`config.mk`:
```
export PLATFORM = sky130hd
export DESIGN_NAME = enc_edge_stamper
export DESIGN_NICKNAME = d
export VERILOG_FILES = /design/src/rtl/enc_stamp_pkg.sv /design/src/rtl/enc_evt_fifo.sv /design/src/rtl/enc_edge_stamper.sv
export SDC_FILE = /design/constraint.sdc
export NUM_CORES = 1
export LEC_CHECK = 0
export BUFFER_PORTS_ARGS = -buffer_cell sky130_fd_sc_hd__buf_2
export CORE_MARGIN = 1.5
export CORE_UTILIZATION = 35
export CTS_CLUSTER_DIAMETER = 60
export CTS_CLUSTER_SIZE = 10
export DETAILED_ROUTE_END_ITERATION = 6
export GPL_ROUTABILITY_DRIVEN = 0
export GPL_TIMING_DRIVEN = 0
export PLACE_DENSITY = 0.52
export SLEW_MARGIN = 20
export SYNTH_ARGS = -nofsm -noshare
export SYNTH_HDL_FRONTEND = slang
export SYNTH_SLANG_ARGS = --single-unit
```
`constraint.sdc`:
```
create_clock -name s_axi_aclk -period 13.4 [get_ports s_axi_aclk]
set_input_delay 0.67 -clock s_axi_aclk [delete_from_list [all_inputs] [get_ports s_axi_aclk]]
set_output_delay 0.67 -clock s_axi_aclk [all_outputs]
set_load 0.01 [all_outputs]
```
`src/rtl/enc_stamp_pkg.sv`:
```
// Shared definitions for the encoder edge stamper: event word layout and
// the quadrature transition decode table.
package enc_stamp_pkg;

    localparam int EVT_W    = 128;
    localparam int TS_LSB   = 0;
    localparam int TS_W     = 64;
    localparam int POS_LSB  = 64;
    localparam int POS_W    = 32;
    localparam int DIR_BIT  = 96;
    localparam int STEP_BIT = 97;
    localparam int Z_BIT    = 98;
    localparam int ERR_BIT  = 99;
    localparam int OVF_BIT  = 100;

    typedef enum logic [1:0] {
        Q_NONE = 2'd0,
        Q_INC  = 2'd1,
        Q_DEC  = 2'd2,
        Q_ILL  = 2'd3
    } quad_e;

    // 2-bit code per {prev_ab, cur_ab} index; forward order is 00->10->11->01.
    localparam logic [31:0] QUAD_LUT = 32'h274E_B1D8;

    function automatic quad_e quad_decode(input logic [1:0] prev_ab, input logic [1:0] cur_ab);
        logic [3:0] idx;
        idx = {prev_ab, cur_ab};
        return quad_e'(QUAD_LUT[{idx, 1'b0} +: 2]);
    endfunction

endpackage

```
`src/rtl/enc_evt_fifo.sv`:
```
// First-word-fall-through synchronous FIFO; a push while full is accepted
// only when a pop happens in the same cycle.
module enc_evt_fifo #(
    parameter int WIDTH = 128,
    parameter int DEPTH = 16
) (
    input  logic             clk_i,
    input  logic             rst_i,
    input  logic             push_i,
    input  logic             pop_i,
    input  logic [WIDTH-1:0] wdata_i,
    output logic [WIDTH-1:0] rdata_o,
    output logic             full_o,
    output logic             empty_o
);

    localparam int AW = $clog2(DEPTH);

    logic [WIDTH-1:0] mem_q [DEPTH];
    logic [AW:0]      wr_q, wr_d;
    logic [AW:0]      rd_q, rd_d;
    logic             wr_en, rd_en;

    assign full_o  = (wr_q[AW] != rd_q[AW]) && (wr_q[AW-1:0] == rd_q[AW-1:0]);
    assign empty_o = (wr_q == rd_q);
    assign wr_en   = push_i & (~full_o | pop_i);
    assign rd_en   = pop_i & ~empty_o;
    assign wr_d    = wr_q + {{AW{1'b0}}, wr_en};
    assign rd_d    = rd_q + {{AW{1'b0}}, rd_en};
    assign rdata_o = mem_q[rd_q[AW-1:0]];

    always_ff @(posedge clk_i or posedge rst_i) begin
        if (rst_i) begin
            wr_q <= '0;
            rd_q <= '0;
        end else begin
            wr_q <= wr_d;
            rd_q <= rd_d;
        end
    end

    always_ff @(posedge clk_i) begin
        if (wr_en) begin
            mem_q[wr_q[AW-1:0]] <= wdata_i;
        end
    end

endmodule

```
`src/rtl/enc_edge_stamper.sv`:
```
// Quadrature encoder decoder that stamps every A/B/Z edge with the live
// timestamp and position, queueing events onto an AXI-Stream master.
module enc_edge_stamper
    import enc_stamp_pkg::*;
#(
    parameter int FIFO_DEPTH  = 16,
    parameter int Z_RESET_POS = 1,
    parameter int DROP_CNT_W  = 16
) (
    input  logic                  s_axi_aclk,
    input  logic                  s_axi_areset,
    input  logic [63:0]           counter_in,
    input  logic                  enc_a,
    input  logic                  enc_b,
    input  logic                  enc_z,
    input  logic                  enable,
    input  logic                  clear,
    output logic [EVT_W-1:0]      m_axis_tdata,
    output logic                  m_axis_tvalid,
    input  logic                  m_axis_tready,
    output logic signed [31:0]    position,
    output logic [DROP_CNT_W-1:0] drop_count
);

    // Bit order in the synchroniser vectors is {a, b, z}.
    logic [2:0]              s1_q, s2_q, s3_q;
    logic signed [31:0]      pos_q, pos_d, pos_evt;
    logic [DROP_CNT_W-1:0]   drop_q, drop_d;
    logic                    ovf_q, ovf_d;
    logic                    vld_p1_q;
    logic [EVT_W-1:0]        evt_d, evt_p1_q;
    logic [EVT_W-1:0]        fifo_wdata, fifo_rdata;
    logic                    step_det, z_det, evt_det;
    logic                    fifo_full, fifo_empty, pop, accept, drop;
    quad_e                   code;

    function automatic logic [DROP_CNT_W-1:0] sat_inc(input logic [DROP_CNT_W-1:0] v);
        return (&v) ? v : v + {{(DROP_CNT_W-1){1'b0}}, 1'b1};
    endfunction

    always_comb begin
        code     = quad_decode(s3_q[2:1], s2_q[2:1]);
        step_det = enable & (s2_q[2:1] != s3_q[2:1]);
        z_det    = enable & s2_q[0] & ~s3_q[0];
        evt_det  = step_det | z_det;

        pos_evt = pos_q;
        if (step_det && code == Q_INC) begin
            pos_evt = pos_q + 32'sd1;
        end else if (step_det && code == Q_DEC) begin
            pos_evt = pos_q - 32'sd1;
        end

        // The event keeps pos_evt; clear and index reset only affect the live counter.
        pos_d = pos_evt;
        if (clear || (z_det && Z_RESET_POS != 0)) begin
            pos_d = '0;
        end

        evt_d                       = '0;
        evt_d[TS_LSB +: TS_W]       = counter_in;
        evt_d[POS_LSB +: POS_W]     = pos_evt;
        evt_d[DIR_BIT]              = step_det & (code == Q_INC);
        evt_d[STEP_BIT]             = step_det;
        evt_d[Z_BIT]                = z_det;
        evt_d[ERR_BIT]              = step_det & (code == Q_ILL);
    end

    // Stage p1: captured event is offered to the FIFO, carrying the sticky overflow.
    always_comb begin
        pop                 = m_axis_tvalid & m_axis_tready;
        accept              = vld_p1_q & (~fifo_full | pop);
        drop                = vld_p1_q & ~accept;
        fifo_wdata          = evt_p1_q;
        fifo_wdata[OVF_BIT] = ovf_q;

        ovf_d = ovf_q;
        if (drop) begin
            ovf_d = 1'b1;
        end else if (accept) begin
            ovf_d = 1'b0;
        end

        drop_d = drop_q;
        if (clear) begin
            drop_d = '0;
        end else if (drop) begin
            drop_d = sat_inc(drop_q);
        end
    end

    always_ff @(posedge s_axi_aclk or posedge s_axi_areset) begin
        if (s_axi_areset) begin
            s1_q     <= '0;
            s2_q     <= '0;
            s3_q     <= '0;
            pos_q    <= '0;
            drop_q   <= '0;
            ovf_q    <= 1'b0;
            vld_p1_q <= 1'b0;
        end else begin
            s1_q     <= {enc_a, enc_b, enc_z};
            s2_q     <= s1_q;
            s3_q     <= s2_q;
            pos_q    <= pos_d;
            drop_q   <= drop_d;
            ovf_q    <= ovf_d;
            vld_p1_q <= evt_det;
        end
    end

    always_ff @(posedge s_axi_aclk) begin
        evt_p1_q <= evt_d;
    end

    enc_evt_fifo #(
        .WIDTH (EVT_W),
        .DEPTH (FIFO_DEPTH)
    ) u_fifo (
        .clk_i   (s_axi_aclk),
        .rst_i   (s_axi_areset),
        .push_i  (vld_p1_q),
        .pop_i   (pop),
        .wdata_i (fifo_wdata),
        .rdata_o (fifo_rdata),
        .full_o  (fifo_full),
        .empty_o (fifo_empty)
    );

    assign m_axis_tvalid = ~fifo_empty;
    assign m_axis_tdata  = fifo_empty ? '0 : fifo_rdata;
    assign position      = pos_q;
    assign drop_count    = drop_q;

endmodule

```
Yosys cells after proc, flatten, opt, wreduce, memory -nomap -nowiden
Memories as Yosys holds them, arrays and structs flattened.
Cells that the tools add are included.
Storage, ports and cells
  input bits: 72
  register bits after elaboration: 169
  latch bits: 0
  word-level logic and storage cells: 59
  output and inout port bits: 177
  RAM bits: 1616
  memories kept: 1
  bits in read-only memories: 0
Memory list
  u_fifo.mem_q: depth 16, bits a word 101, rd ports 1, clocked after memory_dff 0, write ports 1, line enc_evt_fifo.sv:19  | logic [WIDTH-1:0] mem_q [DEPTH];
Operators by class
  mux-type cells: 11
  reduce and logical (&&, ||, !) cells: 8
  bitwise gates (word level): 15
  shift operators: 1
  add/sub/neg operators: 5
  multiply operators: 0
  div/mod/pow operators: 0
  order comparisons: 0
  equality and inequality tests: 8
Operator list (count)
  $mux W128: 1
  $mux W32: 3
  $mux W16: 3
  $add A32 B2 Y32 const B: 1
  $shiftx A32 B6 Y2 const A: 1
  $sub A32 B2 Y32 const B: 1
  $add A16 B1 Y16 const B: 1
  $reduce_and A16 Y1: 1
  $add A5 B1 Y5: 2
  $and A1 B1 Y1: 9
  $eq A5 B5 Y1: 1
  $eq A2 B2 Y1 const B: 2
  $eq A4 B4 Y1: 1
  $mux W1: 4
  $not A1 Y1: 4
  $reduce_bool A2 Y1: 2
  $logic_and A1 B1 Y1: 3
  $eq A2 B1 Y1 const B: 1
  $ne A2 B2 Y1: 1
  $ne A2 B2 Y1 const B: 1
  $or A1 B1 Y1: 2
  $reduce_and A2 Y1: 1
  $logic_or A1 B1 Y1: 1
  $ne A1 B1 Y1: 1

Depth between registers and ports, before layout
Gate-level depths: netlist (run 1).
  depth after elaboration: 9
  depth in mapped cells: 10
  gate-level depth less buffers: 8

By module
Synthesis (run 1) repeated with hierarchy kept, for this count alone.
Unflattened totals
  cell total of the unflattened synthesis: 4147
  area total of the unflattened synthesis: 85155.4 um^2
Modules (own cells, without submodules)
  enc_evt_fifo: instances 1, cells each 3471, seq. area each 61749.2 um^2, area each 78475.3 um^2
  enc_edge_stamper: instances 1, cells each 676, seq. area each 3478.3 um^2, area each 6680.2 um^2

Worst setup path after synthesis (run 1)
No wires, ideal clock.
  kind: reg2reg
  from: reg u_fifo.rd_q[1]
  to: mem u_fifo.mem_q[0][0] (netlist bit) (enable)
  cell stages (with the launch flop): 7
  setup time: 844 ps
  setup slack: 868 ps
  required time: 12556 ps
  clock period less this slack: 12532 ps
  data arrival time: 11688 ps
  buffers on the path: 2
  cells stage by stage: dfrtp_1 > clkbuf_1 > xor2_1 > nor4_4 > a21bo_2 > clkbuf_1 > nor4b_1
On the way
  cells in the longest elaborated chain, start to end: 7
  elaborated cells between the ends (all ways): 10
  those cells by class: 2 x eq/ne; 2 x mux; 5 x bitwise; 1 x reduce/logical
RTL lines
  start, declared: line enc_evt_fifo.sv:21  | logic [AW:0] rd_q, rd_d;
  start signal, assigned: line enc_evt_fifo.sv:38  | rd_q <= rd_d;
  $eq A5 B5 Y1 / $eq A4 B4 Y1 (equally long branches): line enc_evt_fifo.sv:25, enc_evt_fifo.sv:24
  $not A1 Y1 / $logic_and A1 B1 Y1 (equally long branches): line enc_edge_stamper.sv:130, enc_evt_fifo.sv:24
  $and A1 B1 Y1 / $not A1 Y1 (equally long branches): line enc_edge_stamper.sv:71, enc_evt_fifo.sv:26
  $or A1 B1 Y1 *: line enc_evt_fifo.sv:26  | assign wr_en = push_i & (~full_o | pop_i);
  $and A1 B1 Y1 *: line enc_evt_fifo.sv:26
  $mux W1 *: line enc_evt_fifo.sv:43  | if (wr_en) begin
  $mux W1 (not written as such) *: line enc_evt_fifo.sv:44  | mem_q[wr_q[AW-1:0]] <= wdata_i;
  end, declared: line enc_evt_fifo.sv:19
Mark *: on every way between the ends. The rest lies on a longest branch, timed or not.

Worst setup path in the final report (run 1)
  from: reg u_fifo.rd_q[1]
  to: out m_axis_tdata[90]
On the way
  cells in the longest elaborated chain, start to end: 2
  elaborated cells between the ends (all ways): 3
  those cells by class: 1 x eq/ne; 1 x mux; 1 x memory
RTL lines
  $mem_v2 Z16 W101 / $eq A5 B5 Y1 (equally long branches)
  $mux W128 *: line enc_edge_stamper.sv:131  | assign m_axis_tdata = fifo_empty ? '0 : fifo_rdata;
  end, declared: line enc_edge_stamper.sv:18  | output logic [EVT_W-1:0] m_axis_tdata,
Marks and branches as above.

==> summary.md, run 1 <==
| Metric | Value |
|---|---|
| Outcome | finished, final reports clean |
| Ports | 249 |
| Setup Crit Path Kind | reg2out |
| Slew headroom | 24.1% |
| Die area | between 150000 and 200000 um2 |
| Proportion of layout cells with a drive suffix above 1 | 34.6% |
| R2r startpoint | u_fifo.rd_q[1] |
| Starting DRT DRC Count | 2978 |
| Initial antenna violation count | 5 |
| Number of synthesized flops with an enable pin | 1616 |
| Residual DRC | 0 |
| Clock skew | 0.0343 ns |
| Drt first pass iters | 7 |
| Vias | 33400 |
| Starting Density | 35.2% |
| PD cells | 213 nW/um2 |
| Final Cell Area | 81900 um2 |
| Nets | between 3000 and 4000 |
| Crit Path Max Fanout | 10 |
| Mapped Area | 67800 um2 |
| Post-Place Cell Area | 75100 um2 |
| Setup crit start | u_fifo.rd_q[1] |
| Clock-pin transition on the worst setup and hold timing paths | 0.05 ns |
| TritonCTS Sinks | 1785 |
| Main synth FF type | edfxtp_1 |
| Final-report hold violation count | 0 |
| Port bufs | 220 |
| Chip height | 443 um |
| Hold WC Path Type | in2reg |
| CTS tree | yes |
| FP Rows | 161 |
| Area added between synthesis and finish | 20.8% |
| GRT Residual Overflow | 0 |
| Die W | 443 um |
| Fin crit period | 5.55 ns |
| Wirelength, routed | about 180000 um |
| Max-slew violation count | 0 |
| Skew-Pair Late Insertion Delay | 0.84 ns |
| Core area | 193000 um2 |
| Clock Path Buffers | 3 |
| TNS Setup | 0 ns |
| # setup viols final | 0 |
| Actual slew at the worst max-slew pin | 1.14 ns |
| Period utilization | 41.4% |
| Placed wire-length estimate | 122000 um |
| Tot GR Track Use | 18.2% |
| H-Tree Depth | 4 |
| Cells after synthesis | 2993 |
| Post-CTS setup buffers | 0 |
| Ys Warns | 0 |
| Flops & latches, synth | 1785 |
| Total of max-cap violations | 0 |
| Req. time, crit path | between 10 and 15 ns |
| Max Clock Freq | 180 MHz |
| Async set or reset register ratio after synthesis | 3.87% |
| Leakage | 27.4 nW |
| Hold Startpoint | counter_in[37] |
| Max VDD drop | 0.000136 V |
| Antenna-violating nets left | 0 |
| Worst setup EP type | output pin |
| Core Util, Final | 42.5% |
| Largest net degree at the start of global routing | 38 |
| First-pass GRT wire length | 255000 um |
| CTS buffer count | 204 |
| CP Data Arrival Time | 4.88 ns |
| WL per Instance | ~28 um |
| RSZ-0062 raised after global routing | false |
| Vias in the first global route | between 30000 and 40000 |
| Mean Syn Cell Area | 22.7 um2 |
| Netlist cell types | 60 |
| CTS root buf | clkbuf_16 |
| Vias per Instance | 5.14 |
| Register area share after synthesis | between 70% and 80% |
| Crit start category | flip-flop |
| WHS | 0.0885 ns |
==> cell families after synthesis <==
group | after synthesis | synth area share [%]
DFF | 1785 | 77.1
muxes | 516 | 16.9
and+or+nand+nor | 377 | 3.34
buffers and inverters | 198 | 1.37
AOI/OAI and AO/OA | 73 | 0.677
xor gates and xnor gates | 36 | 0.465
adders and majority gates | 7 | 0.129
other | 1 | 0.00553
==> sequential cells by signal, summed over array words and instances (netlist names) <==
| register | count |
|---|---|
| s3_q | 3 |
| s2_q | 3 |
| u_fifo.wr_q | 5 |
| u_fifo.rd_q | 5 |
| ovf_q | 1 |
| drop_count | 16 |
| u_fifo.mem_q | 1616 |
| evt_p1_q | 100 |
| s1_q | 3 |
| vld_p1_q | 1 |
| position | 32 |
==> final timing paths <==
kind                                        to  slack [ns]  cells after the start
setup / recovery              m_axis_tdata[90]        7.85                      9
hold / removal                    evt_p1_q[37]        0.09                      1
setup reg to reg           u_fifo.mem_q[1][50]        8.78                     14
hold reg to reg                        s2_q[1]        0.35                      0
max in group asynchronous       u_fifo.rd_q[1]       12.38                      4
min in group asynchronous       drop_count[11]        0.43                      3
==> per-layer routing <==
metal	vias to the layer above	part of all wire, %	GRT usage, %	routed length [um]
li1	14200	-	-	-
met1	18100	43	25.1	78300
met2	906	50	30.3	89300
met3	238	4.6	2.80	8320
met4	2	2.3	4.76	4140
met5	-	0.0072	0	13
==> worst max-delay path, cell delays in order (launching register included) <==
cell and delay, ns:
dfrtp_1 0.37, clkbuf_2 0.40, xor2_1 0.31, nor4_4 0.58, and2_1 0.58, clkbuf_2 0.44, buf_16 0.20, clkbuf_1 0.59
nor2b_1 0.33, buf_2 0.24
==> synthesized netlist by cell type, types with 20 or more instances <==
library cell  instances  share of area, %
a21oi_1              28              0.21
nor2_1               39              0.22
dfrtp_1              69               2.5
nor3_1               25              0.18
buf_4                27              0.30
nand2_1              29              0.16
mux4_2              505                17
clkbuf_1             87              0.48
edfxtp_1           1616                72
and2_1               20              0.18
buf_1                21              0.12
dfxtp_1             100               3.0
nor2b_1             107              0.99
nand3_1              31              0.23
buf_2                44              0.32
nand4_1              27              0.25
==> cell usage in the layout, fill, tap and decap left out, drive strengths merged, types with 7 or more instances in the layout <==
cell and instances:
dfrtp 69, inv 27, nand3 31, edfxtp 1616, dfxtp 100, dlygate4sd3 67, o21ai 14, a21oi 28
buf 595, or3 19, clkbuf 449, o31ai 7, xnor2 17, and2 20, mux2i 8, ha 7
conb 27, nor3 26, mux4 505, nand4 27, nor4 21, nor2 39, nand2 29, and3 17
clkinv 13, nor2b 107, or4 13, xor2 19
==> area by class of cell <==
class,count,area [um2]
buffer,183,898
clock inverter,27,394
clock buffer,359,5710
tap,2526,3160
timing repair buffer,569,4570
multi-input combinational,1036,14800
inverter,15,58.8
fill,16800,111000
antenna,3,7.51
sequential,1785,52300
==> where the power goes <==
| part | switching (mW) | internal (mW) | total [mW] |
|---|---|---|---|
| Clock | 2.21 | 2.91 | 5.12 |
| Combinational | 3.02 | 2.43 | 5.45 |
| Sequential | 0.208 | 6.66 | 6.87 |
==> timing repair <==
| action | in CTS | in global routing |
|---|---|---|
| hold buffers | 67 | 0 |
| hold endpoints to repair | 102 | 0 |
| gates resized for setup | 0 | 0 |
==> through the flow <==
step	setup slack [ns]	std cells	total power [mW]
6_report	7.85	6503	17.4
5_1_grt	7.63	6500	18.2
3_5_place_dp	8.46	6047	12.6
4_1_cts	7.55	6500	17.8
2_1_floorplan	0.868	3019	10.2
3_3_place_gp	-16.80	5765	12.6
Power figures use the tool's default switching activity.
==> run 2, diff against run 1 <==
- ABC_AREA: default -> 1
- PLACE_DENSITY: 0.52 -> 0.5
- clock period: 13.4 -> 5.3 ns (I/O delays scaled with it)
==> run 2 against run 1 <==
Non-clock buffer count rose by 97. First-iteration DRC count up 82%. Combinational power increased to 3.4 times the previous value. Sequential share of layout area is 1.8 points lower. Utilization increased by 0.088 points. Clock skew rose by 0.038 ns. Design area rose by 2.8%. Clock-buffer cell count is 11 lower. Critical path depth decreased by 2. Sequential power rose to 2.5 times the previous value. Synthesized cell count increased by 76%. Critical endpoint is now m_axis_tdata[86]. Largest cell class unchanged.
==> summary.md, run 2 <==
| Metric | Value |
|---|---|
| Period utilization | 94.9% |
| Post-CTS Resized | 0 |
| Number of synthesized flops with an enable pin | ~1600 |
| Clock-pin transition on the worst setup and hold timing paths | 0.06 ns |
| TritonCTS Sinks | 1785 |
| Post-synth top area share | 69.6% |
| Cell mode on critical path | clkbuf_1 |
| Mapped Area | roughly 70000 um2 |
| Largest net degree at the start of global routing | 48 |
| GRT Residual Overflow | 0 |
| CP peak stage delay | 0.87 ns |
| CP Data Arrival Time | 4.77 ns |
| Starting DRT DRC Count | 5418 |
| Async set or reset register ratio after synthesis | between 3 and 4% |
| Leakage | around 28 nW |
| Crit start category | flip-flop |
| Chip height | 449 um |
| XOR/XNOR Fraction of Synth Area | 0.565% |
| Hold WC Path Type | in2reg |
| Most frequent cells in the layout | 1616 x edfxtp_1, 920 x nor2_1, 832 x o21ai_0, 401 x clkbuf_1, 302 x buf_2 |
| Cell family with most CP delay | buffers and inverters |
| Mean Syn Cell Area | 13.2 um2 |
| Drt first pass iters | 6 |
| Ports | 249 |
| PD cells | 585 nW/um2 |
| Main combinational cell family by area after synthesis | compound AO/OA/AOI/OAI gates |
| Vias per Instance | 5.52 |
| CTS buffer count | 205 |
| Slew headroom | 16.8% |
| CP max stage cell | buf_1 |
| Final-report hold violation count | 0 |
| Multiplexer share of the synthesized area | 0% |
| Vias | 48400 |
| Cell taking the most area after synthesis | edfxtp_1 |
| Most frequent cell after synthesis | edfxtp_1 |
| Nets | 6020 |
| Area added between synthesis and finish | 20.7% |
| Tot GR Track Use | 24.4% |
| Clock skew | 0.0725 ns |
| Die area | 202000 um2 |
| Total of max-cap violations | 0 |
| WL per Instance | about 29 um |
| Commonest non-fill, non-tap cell in the layout | edfxtp_1 |
| Setup Crit Path Kind | reg2out |
| Ys Warns | 0 |
| Adder-Cell Fraction of Synth Area | 0.126% |
| CTS tree | yes |
| Placed wire-length estimate | 166000 um |
| Antenna-violating nets left | 0 |
| Synth Area in Compound Gates | 12.9% |
| Req. time, crit path | 5.04 ns |
| Worst setup EP type | output pin |
| WHS | 0.0533 ns |
| Flops & latches, synth | about 1800 |
| CP bufs+invs | 5 |
| Vias in the first global route | 47000 |
| Outcome | finished, final reports clean |
| Starting Density | 35.3% |
| Max-slew violation count | 0 |
| Main synth FF type | edfxtp_1 |
| Core Util, Final | a little over two fifths |
| Worst path cell trace | clkbuf_1, inv_2, clkbuf_1, buf_1, o211ai_1, a21oi_1, buf_2 |
| RSZ-0062 raised after global routing | false |
| Crit Path Max Fanout | 10 |
| FP Rows | 163 |
| First-pass GRT wire length | ~350000 um |
| H-Tree Depth | 4 |
| TNS Setup | 0 ns |
| Actual slew at the worst max-slew pin | 1.25 ns |
| Core area | ~200000 um2 |
| Total power | 49.3 mW |
| # setup viols final | 0 |
| Dominant cells by area after synthesis | edfxtp_1 70%, o21ai_0 6.0%, nor2_1 5.0%, o221ai_1 3.5%, dfxtp_1 2.9% |
| Residual DRC | 0 |
| Fin crit period | approximately 5.0 ns |
| Placed insts | 8259 |
| Max VDD drop | 0.000340 V |
| Register area share after synthesis | 74.9% |
| Wirelength, routed | 252000 um |
| Finished Layout Cells | 8759 |
| Die W | ~450 um |
| Top cells by count, synth | 1616 x edfxtp_1, 936 x nor2_1, 832 x o21ai_0 |
| Proportion of layout cells with a drive suffix above 1 | about an eighth |
| Skew-Pair Late Insertion Delay | 0.87 ns |
| Number of flip-flops under the largest register name | 1616 |
| Netlist cell types | 42 |
| Clock Path Buffers | 3 |
| Simple-gate share of the synthesized area | 8.45% |
| Initial antenna violation count | 8 |
| Cells after synthesis | approximately 5300 |
| Max Clock Freq | 199 MHz |
| Port bufs | around 220 |
| CTS root buf | clkbuf_16 |
run 2: final timing paths:
| kind | to | from | depth (start not counted) | slack (ns) |
|---|---|---|---|---|
| worst max-delay path | m_axis_tdata[86] | u_fifo.rd_q[2] | 7 | 0.27 |
| worst min-delay path | evt_p1_q[10] | counter_in[10] | 2 | 0.05 |
| worst max register to register | u_fifo.mem_q[5][44] | u_fifo.rd_q[3] | 14 | 1.32 |
| worst min register to register | s2_q[1] | s1_q[1] | 0 | 0.35 |
| max in group asynchronous | position[7] | s_axi_areset | 5 | 4.09 |
| min in group asynchronous | u_fifo.rd_q[1] | s_axi_areset | 4 | 0.56 |
run 2: logic make-up after synthesis:
family,count (synthesis)
simple gates,1450
flops,1785
xor+xnor,45
buf+inv,480
compound gates,1498
other cells,1
fa+ha+maj,7
run 2: cell type report:
type | instances | area (um2)
Clock inverter | 31 | 488
Clock buffer | 348 | 5760
Buffer | 407 | 1820
Fill cell | 18300 | 113000
Antenna cell | 6 | 15.0
Sequential cell | 1785 | 52300
Tap cell | 2640 | 3300
Multi-Input combinational cell | 3027 | 15600
Timing Repair Buffer | 442 | 4650
Inverter | 73 | 277
run 2: timing repair:
action	CTS	global route
hold endpoints to repair	150	0
setup buffers	0	0
hold buffers	115	0
run 2: report_power, final:
| group | internal, mW | leakage, nW | switching, mW | total (mW) |
|---|---|---|---|---|
| Combinational | 4.76 | 8.65 | 13.7 | 18.4 |
| Sequential | 16.9 | 16.5 | 0.607 | 17.5 |
| Clock | 7.51 | 2.95 | 5.80 | 13.3 |
| Total | 29.2 | 28.1 | 20.1 | 49.3 |
run 2: per-layer routing:
metal / wire [um] / GRT usage, % / vias up
li1: - / - / 21200
met1: 103000 / 32.0 / 24600
met2: 120000 / 39.7 / 2155
met3: 18500 / 4.17 / 437
met4: 10900 / 10.5 / 0
met5: 0 / 0 / -
run 2: metrics by stage:
stage | worst slack (ns) | instance area [um2]
6_report | 0.269 | 84200
4_1_cts | 0.236 | 84200
2_1_floorplan | -0.821 | 69800
3_5_place_dp | 1.13 | 76800
3_3_place_gp | -7.43 | 74200
5_1_grt | 0.301 | 84200
run 2: worst reg2reg max path, delay by kind of cell, from the launching register on:
family	cells	cell delay, ns
buffers and inverters	7	1.80
and+or+nand+nor	6	1.33
DFF	1	0.32
xor gates and xnor gates	1	0.22
